==> src/rtl/id_ex_stage_reg.sv <==
// ID/EX pipeline register with integrated load-use hazard detection.
//
// Captures decoded controls, operands and register specifiers from decode
// and presents them to execute one cycle later. The destination register
// is resolved at capture time (regDst ? rd : rt). When the instruction in
// EX is a load whose rt is a source of the instruction in decode, the
// register inserts one bubble and raises stall so PC and IF/ID hold.
//
// Ports:
//   clk, rst_n          clock (rising edge), asynchronous active-low reset
//   IF_ID_*             decode-stage register specifiers and rt-use flag
//   regWrite..aluOp     decoded control fields
//   readData1/2, signExtImm  decode-stage operands
//   flush               squash decode instruction (bubble, overrides stall)
//   hold                global freeze: nothing updates
//   stall               combinational load-use stall to PC / IF/ID
//   ID_EX_*             registered stage contents
//
// Optional feature (define ID_EX_STALL_CNT_EN):
//   stall_count         saturating count of inserted load-use bubbles

module id_ex_stage_reg #(
    parameter int unsigned DATA_W  = 32,
    parameter int unsigned ALUOP_W = 3
) (
    input  logic               clk,
    input  logic               rst_n,
    input  logic [4:0]         IF_ID_rs,
    input  logic [4:0]         IF_ID_rt,
    input  logic [4:0]         IF_ID_rd,
    input  logic               IF_ID_useRt,
    input  logic               regWrite,
    input  logic               memRead,
    input  logic               memWrite,
    input  logic               memToReg,
    input  logic               regDst,
    input  logic               aluSrc,
    input  logic [ALUOP_W-1:0] aluOp,
    input  logic [DATA_W-1:0]  readData1,
    input  logic [DATA_W-1:0]  readData2,
    input  logic [DATA_W-1:0]  signExtImm,
    input  logic               flush,
    input  logic               hold,
    output logic               stall,
    output logic               ID_EX_valid,
    output logic               ID_EX_regWrite,
    output logic               ID_EX_memRead,
    output logic               ID_EX_memWrite,
    output logic               ID_EX_memToReg,
    output logic               ID_EX_aluSrc,
    output logic [ALUOP_W-1:0] ID_EX_aluOp,
    output logic [DATA_W-1:0]  ID_EX_readData1,
    output logic [DATA_W-1:0]  ID_EX_readData2,
    output logic [DATA_W-1:0]  ID_EX_imm,
    output logic [4:0]         ID_EX_rs,
    output logic [4:0]         ID_EX_rt,
`ifdef ID_EX_STALL_CNT_EN
    output logic [31:0]        stall_count,
`endif
    output logic [4:0]         ID_EX_writeReg
);

    typedef struct packed {
        logic               valid;
        logic               reg_write;
        logic               mem_read;
        logic               mem_write;
        logic               mem_to_reg;
        logic               alu_src;
        logic [ALUOP_W-1:0] alu_op;
        logic [DATA_W-1:0]  rd1;
        logic [DATA_W-1:0]  rd2;
        logic [DATA_W-1:0]  imm;
        logic [4:0]         rs;
        logic [4:0]         rt;
        logic [4:0]         write_reg;
    } stage_t;

    stage_t stage_q, stage_d, capture;
    logic   hz;

    // Load in EX whose rt feeds the decode instruction; $0 never conflicts.
    always_comb begin
        hz = stage_q.valid && stage_q.mem_read && (stage_q.rt != 5'd0) &&
             ((stage_q.rt == IF_ID_rs) || (IF_ID_useRt && (stage_q.rt == IF_ID_rt)));
    end

    // Flush wins over stall so the PC can load the branch/jump target.
    assign stall = hz && !flush;

    always_comb begin
        capture            = '0;
        capture.valid      = 1'b1;
        capture.reg_write  = regWrite;
        capture.mem_read   = memRead;
        capture.mem_write  = memWrite;
        capture.mem_to_reg = memToReg;
        capture.alu_src    = aluSrc;
        capture.alu_op     = aluOp;
        capture.rd1        = readData1;
        capture.rd2        = readData2;
        capture.imm        = signExtImm;
        capture.rs         = IF_ID_rs;
        capture.rt         = IF_ID_rt;
        capture.write_reg  = regDst ? IF_ID_rd : IF_ID_rt;
    end

    always_comb begin
        stage_d = stage_q;
        if (!hold) begin
            // An all-zero bubble has regWrite = 0 and rs/rt = 0, so it is
            // never a forwarding source nor a hazard source.
            if (flush || hz) begin
                stage_d = '0;
            end else begin
                stage_d = capture;
            end
        end
    end

    always_ff @(posedge clk or negedge rst_n) begin
        if (!rst_n) begin
            stage_q <= '0;
        end else begin
            stage_q <= stage_d;
        end
    end

    assign ID_EX_valid     = stage_q.valid;
    assign ID_EX_regWrite  = stage_q.reg_write;
    assign ID_EX_memRead   = stage_q.mem_read;
    assign ID_EX_memWrite  = stage_q.mem_write;
    assign ID_EX_memToReg  = stage_q.mem_to_reg;
    assign ID_EX_aluSrc    = stage_q.alu_src;
    assign ID_EX_aluOp     = stage_q.alu_op;
    assign ID_EX_readData1 = stage_q.rd1;
    assign ID_EX_readData2 = stage_q.rd2;
    assign ID_EX_imm       = stage_q.imm;
    assign ID_EX_rs        = stage_q.rs;
    assign ID_EX_rt        = stage_q.rt;
    assign ID_EX_writeReg  = stage_q.write_reg;

`ifdef ID_EX_STALL_CNT_EN
    logic [31:0] cnt_q, cnt_d;

    // Only load-use bubbles count; flush bubbles and frozen cycles do not.
    always_comb begin
        cnt_d = cnt_q;
        if (hz && !flush && !hold && (cnt_q != 32'hFFFF_FFFF)) begin
            cnt_d = cnt_q + 32'd1;
        end
    end

    always_ff @(posedge clk or negedge rst_n) begin
        if (!rst_n) begin
            cnt_q <= '0;
        end else begin
            cnt_q <= cnt_d;
        end
    end

    assign stall_count = cnt_q;
`endif

endmodule

==> config.mk <==
export PLATFORM = sky130hd
export DESIGN_NAME = id_ex_stage_reg
export DESIGN_NICKNAME = d
export VERILOG_FILES = /design/src/rtl/id_ex_stage_reg.sv
export SDC_FILE = /design/constraint.sdc
export NUM_CORES = 1
export LEC_CHECK = 0
export CELL_PAD_IN_SITES_DETAIL_PLACEMENT = 0
export CELL_PAD_IN_SITES_GLOBAL_PLACEMENT = 1
export CORE_ASPECT_RATIO = 1.2
export CORE_MARGIN = 2
export CORE_UTILIZATION = 30
export DETAILED_ROUTE_END_ITERATION = 7
export GPL_ROUTABILITY_DRIVEN = 0
export PLACE_DENSITY = 0.81
export SLEW_MARGIN = 25
export SYNTH_ARGS = -nofsm -noshare
export SYNTH_HDL_FRONTEND = slang
export SYNTH_SLANG_ARGS = --single-unit
==> constraint.sdc <==
create_clock -name clk -period 3.5 [get_ports clk]
set_clock_uncertainty 0.1 [all_clocks]
set_input_delay 1.05 -clock clk [delete_from_list [all_inputs] [get_ports clk]]
set_output_delay 1.05 -clock clk [all_outputs]
set_load 0.05 [all_outputs]
==> flow_summary.toml <==
[clock_network]
cts_tree = "yes"
clk_path_buf_depth = 2
htreeDepth = 4
clk_latency_ns = 0.41
post-cts-setup-buffers = 0
cts_buffers = 17
clock-root-buffer = "clkbuf_16"
cts_resized = 10
clk_pin_slew_ns = 0.05
clock-sinks = 120
holdBufCountCts = 0

[routing]
avgViaCountPerCell = 5.18
drt-total-wl_um = 18200
drt-initial-drc-count = 400
drtPass1Iterations = 5
drc = 0
routedWlPerCell_um = 17.3
ant_nets = 0
vias = 5447

[die]
pin_count = 246
die_w_um = 129
row_count = 54
dieHeight_um = 154
die_area_um2 = 19900
core_um2 = 18300
start_util_pct = 30.8

[sta]
period_share_pct = 97.6
grt_setup_unrepaired = "false"
setup_viol = 0
slew_viol_final = 0
hold_ws_ns = 0.391
finalHoldViolCount = 0
tightest_slew_ns = 0.722
period_needed_ns = 3.42
final.setup.worst_slack_ns = 0.0831
max_freq_mhz = 293
max_slew_margin_pct = 51.9

[pwr]
seqPwrFrac_pct = 32.1
p_comb_share_pct = 32.9
switching_share_pct = 35.8
leakagePower_nw = 3.40
power.total_mw = 5.30
switchingPower_mw = 1.90
clkPwrFrac_pct = 34.9
power_report.internal_total_mw = 3.40
power_density_nw_per_um2 = 592
vdd_drop_max_v = 0.000315

[yosys]
synth-compound-area-share_pct = 29.7
ys_warn_count = 0
synthArstFlopShare_pct = 100
synth.net_count = 694
syn_area_per_cell_um2 = 9.90
ys_types = 19
synth_top_family_by_area = "compound AO/OA/AOI/OAI gates"
netlist_area_um2 = 5630
synthXorXnorAreaFrac_pct = 1.56
synth_edf_count = 0
yosysTopAreaCell = "dfrtp_1"
synth-seq-cells = 120
synth-adder-area-share_pct = 0
synth.area.top_cells = "dfrtp_1, a32oi_1, o21ai_0, nand2_1, clkbuf_1"
synthMuxAreaShare_pct = 1.00
synth-simple-area-share_pct = 8.60
ys.flop_type = "dfrtp_1"
synth.top_cell.area_share_pct = 53.3
synth_cells = 569
yosysSeqAreaShare_pct = 53.3

[finish]
regArea_um2 = 3000
final_common_cell = "clkdlybuf4s50_1"
layout-drive-gt1-share_pct = 7.63
fin_nets = 912
multi_input_area_um2 = 2340
stdcell_count = 1052
antenna_cells = 0
fillers = 1673
final_cell_mix = "clkdlybuf4s50_1, nand2_1, dfrtp_1"
design_area_um2 = 8950
area_growth_pct = 59.0

[grt]
grt_pass1_wl_um = 29000
grt_overflow_total = 0
grt_use_total_pct = 18.2
antenna_found_initial = 0
first_global_vias = 5364
grt_max_degree = 121

[worst_hold_path]
hold_path_class = "flop to flop"
hp-start = "ID_EX_imm[17]"

[setup_path]
crit_path_top_delay_cell = "dlygate4sd2_1"
path_cells = "dlygate4sd2_1, xnor2_1, nand4_1, o22ai_4, nor3b_4, buf_12"
rr_startpoint = "ID_EX_rt[3]"
crit_path_end_kind = "output port"
start_kind = "input port"
required_ns = 2.35
path_class = "input port to output port"
regToRegSetupSlack_ns = 1.13
crit_family = "buffers and inverters"
worstSetupStartpoint = "IF_ID_rt[3]"
critPathBufInv = 2
critPathMaxFanout = 4
arrival_ns = 2.27
cp_slowest_stage_delay_ns = 0.27

[run]
drv_cap = 0

[placement]
dpl.hpwl_um = 11100
pre_cts_ws_ns = -0.186
io_buffers = 245
placed_cells = 1020
post_dp_cell_area_um2 = 8340

[status]
status = "completed"
-- metal layers --
layer	global-route usage, %	up-vias	part of all wire (%)
met5	0	-	0
met4	6.37	0	1.9
met3	5.43	25	7.7
met2	27.6	213	46
met1	24.6	2604	44
li1	-	2605	-
-- stage by stage --
stage	utilization (%)	setup TNS, ns
final	48.9	0
after global routing	48.9	0
after global placement	45.6	-0.170
after floorplan	-	0
after detailed placement	45.6	-0.186
after CTS	48.9	0
-- sequential cells by signal (all words and copies together) (netlist names) --
| name | count |
|---|---|
| ID_EX_regWrite | 1 |
| ID_EX_rs | 5 |
| ID_EX_memToReg | 1 |
| ID_EX_valid | 1 |
| ID_EX_readData1 | 32 |
| ID_EX_memWrite | 1 |
| ID_EX_imm | 32 |
| ID_EX_memRead | 1 |
| ID_EX_aluOp | 3 |
| ID_EX_rt | 5 |
| ID_EX_readData2 | 32 |
| ID_EX_writeReg | 5 |
| ID_EX_aluSrc | 1 |
-- Yosys cell counts, types with 4 or more instances --
master	number
o21ai_1	24
xnor2_1	10
mux2_2	5
o21ai_0	95
clkbuf_1	52
a32oi_1	119
nand2_1	121
buf_2	4
dfrtp_1	120
buf_6	10
-- cell type report --
type / count / area share [%]
clock buffer: 21 / 5.03
clock inverter: 11 / 1.93
multi-input combinational: 383 / 26.1
sequential: 120 / 33.5
tap: 252 / 3.52
timing repair buffer: 265 / 29.8
-- power groups by stage --
stage	sequential (mW)	combinational [mW]	clock (mW)
floorplan	2.40	0.373	0
global placement	1.72	1.76	0
CTS	1.70	1.76	1.91
detailed placement	1.72	1.77	0
finish	1.70	1.75	1.85
global route	1.73	1.84	1.97
-- logic make-up after synthesis --
logic type / Yosys count
AO/OA/AOI/OAI: 242
XOR/XNOR: 10
buffers and inverters: 66
flip-flops: 120
multiplexers: 5
AND/OR/NAND/NOR: 126
-- tightest hold or removal path, delay by kind of cell, from the launching register on --
kind           cells  cell delay, ns
AO/OA/AOI/OAI      2            0.11
flip-flops         1            0.34
-- final timing paths --
| path | end | cells past startpoint |
|---|---|---|
| setup / recovery | stall | 6 |
| hold / removal | ID_EX_imm[17] | 2 |
| setup reg to reg | ID_EX_readData2[1] | 5 |
| hold reg to reg | ID_EX_imm[17] | 2 |
| max in group asynchronous | ID_EX_readData2[15] | 2 |
| min in group asynchronous | ID_EX_rs[3] | 2 |
No activity file was read; power rests on OpenSTA's default activity.
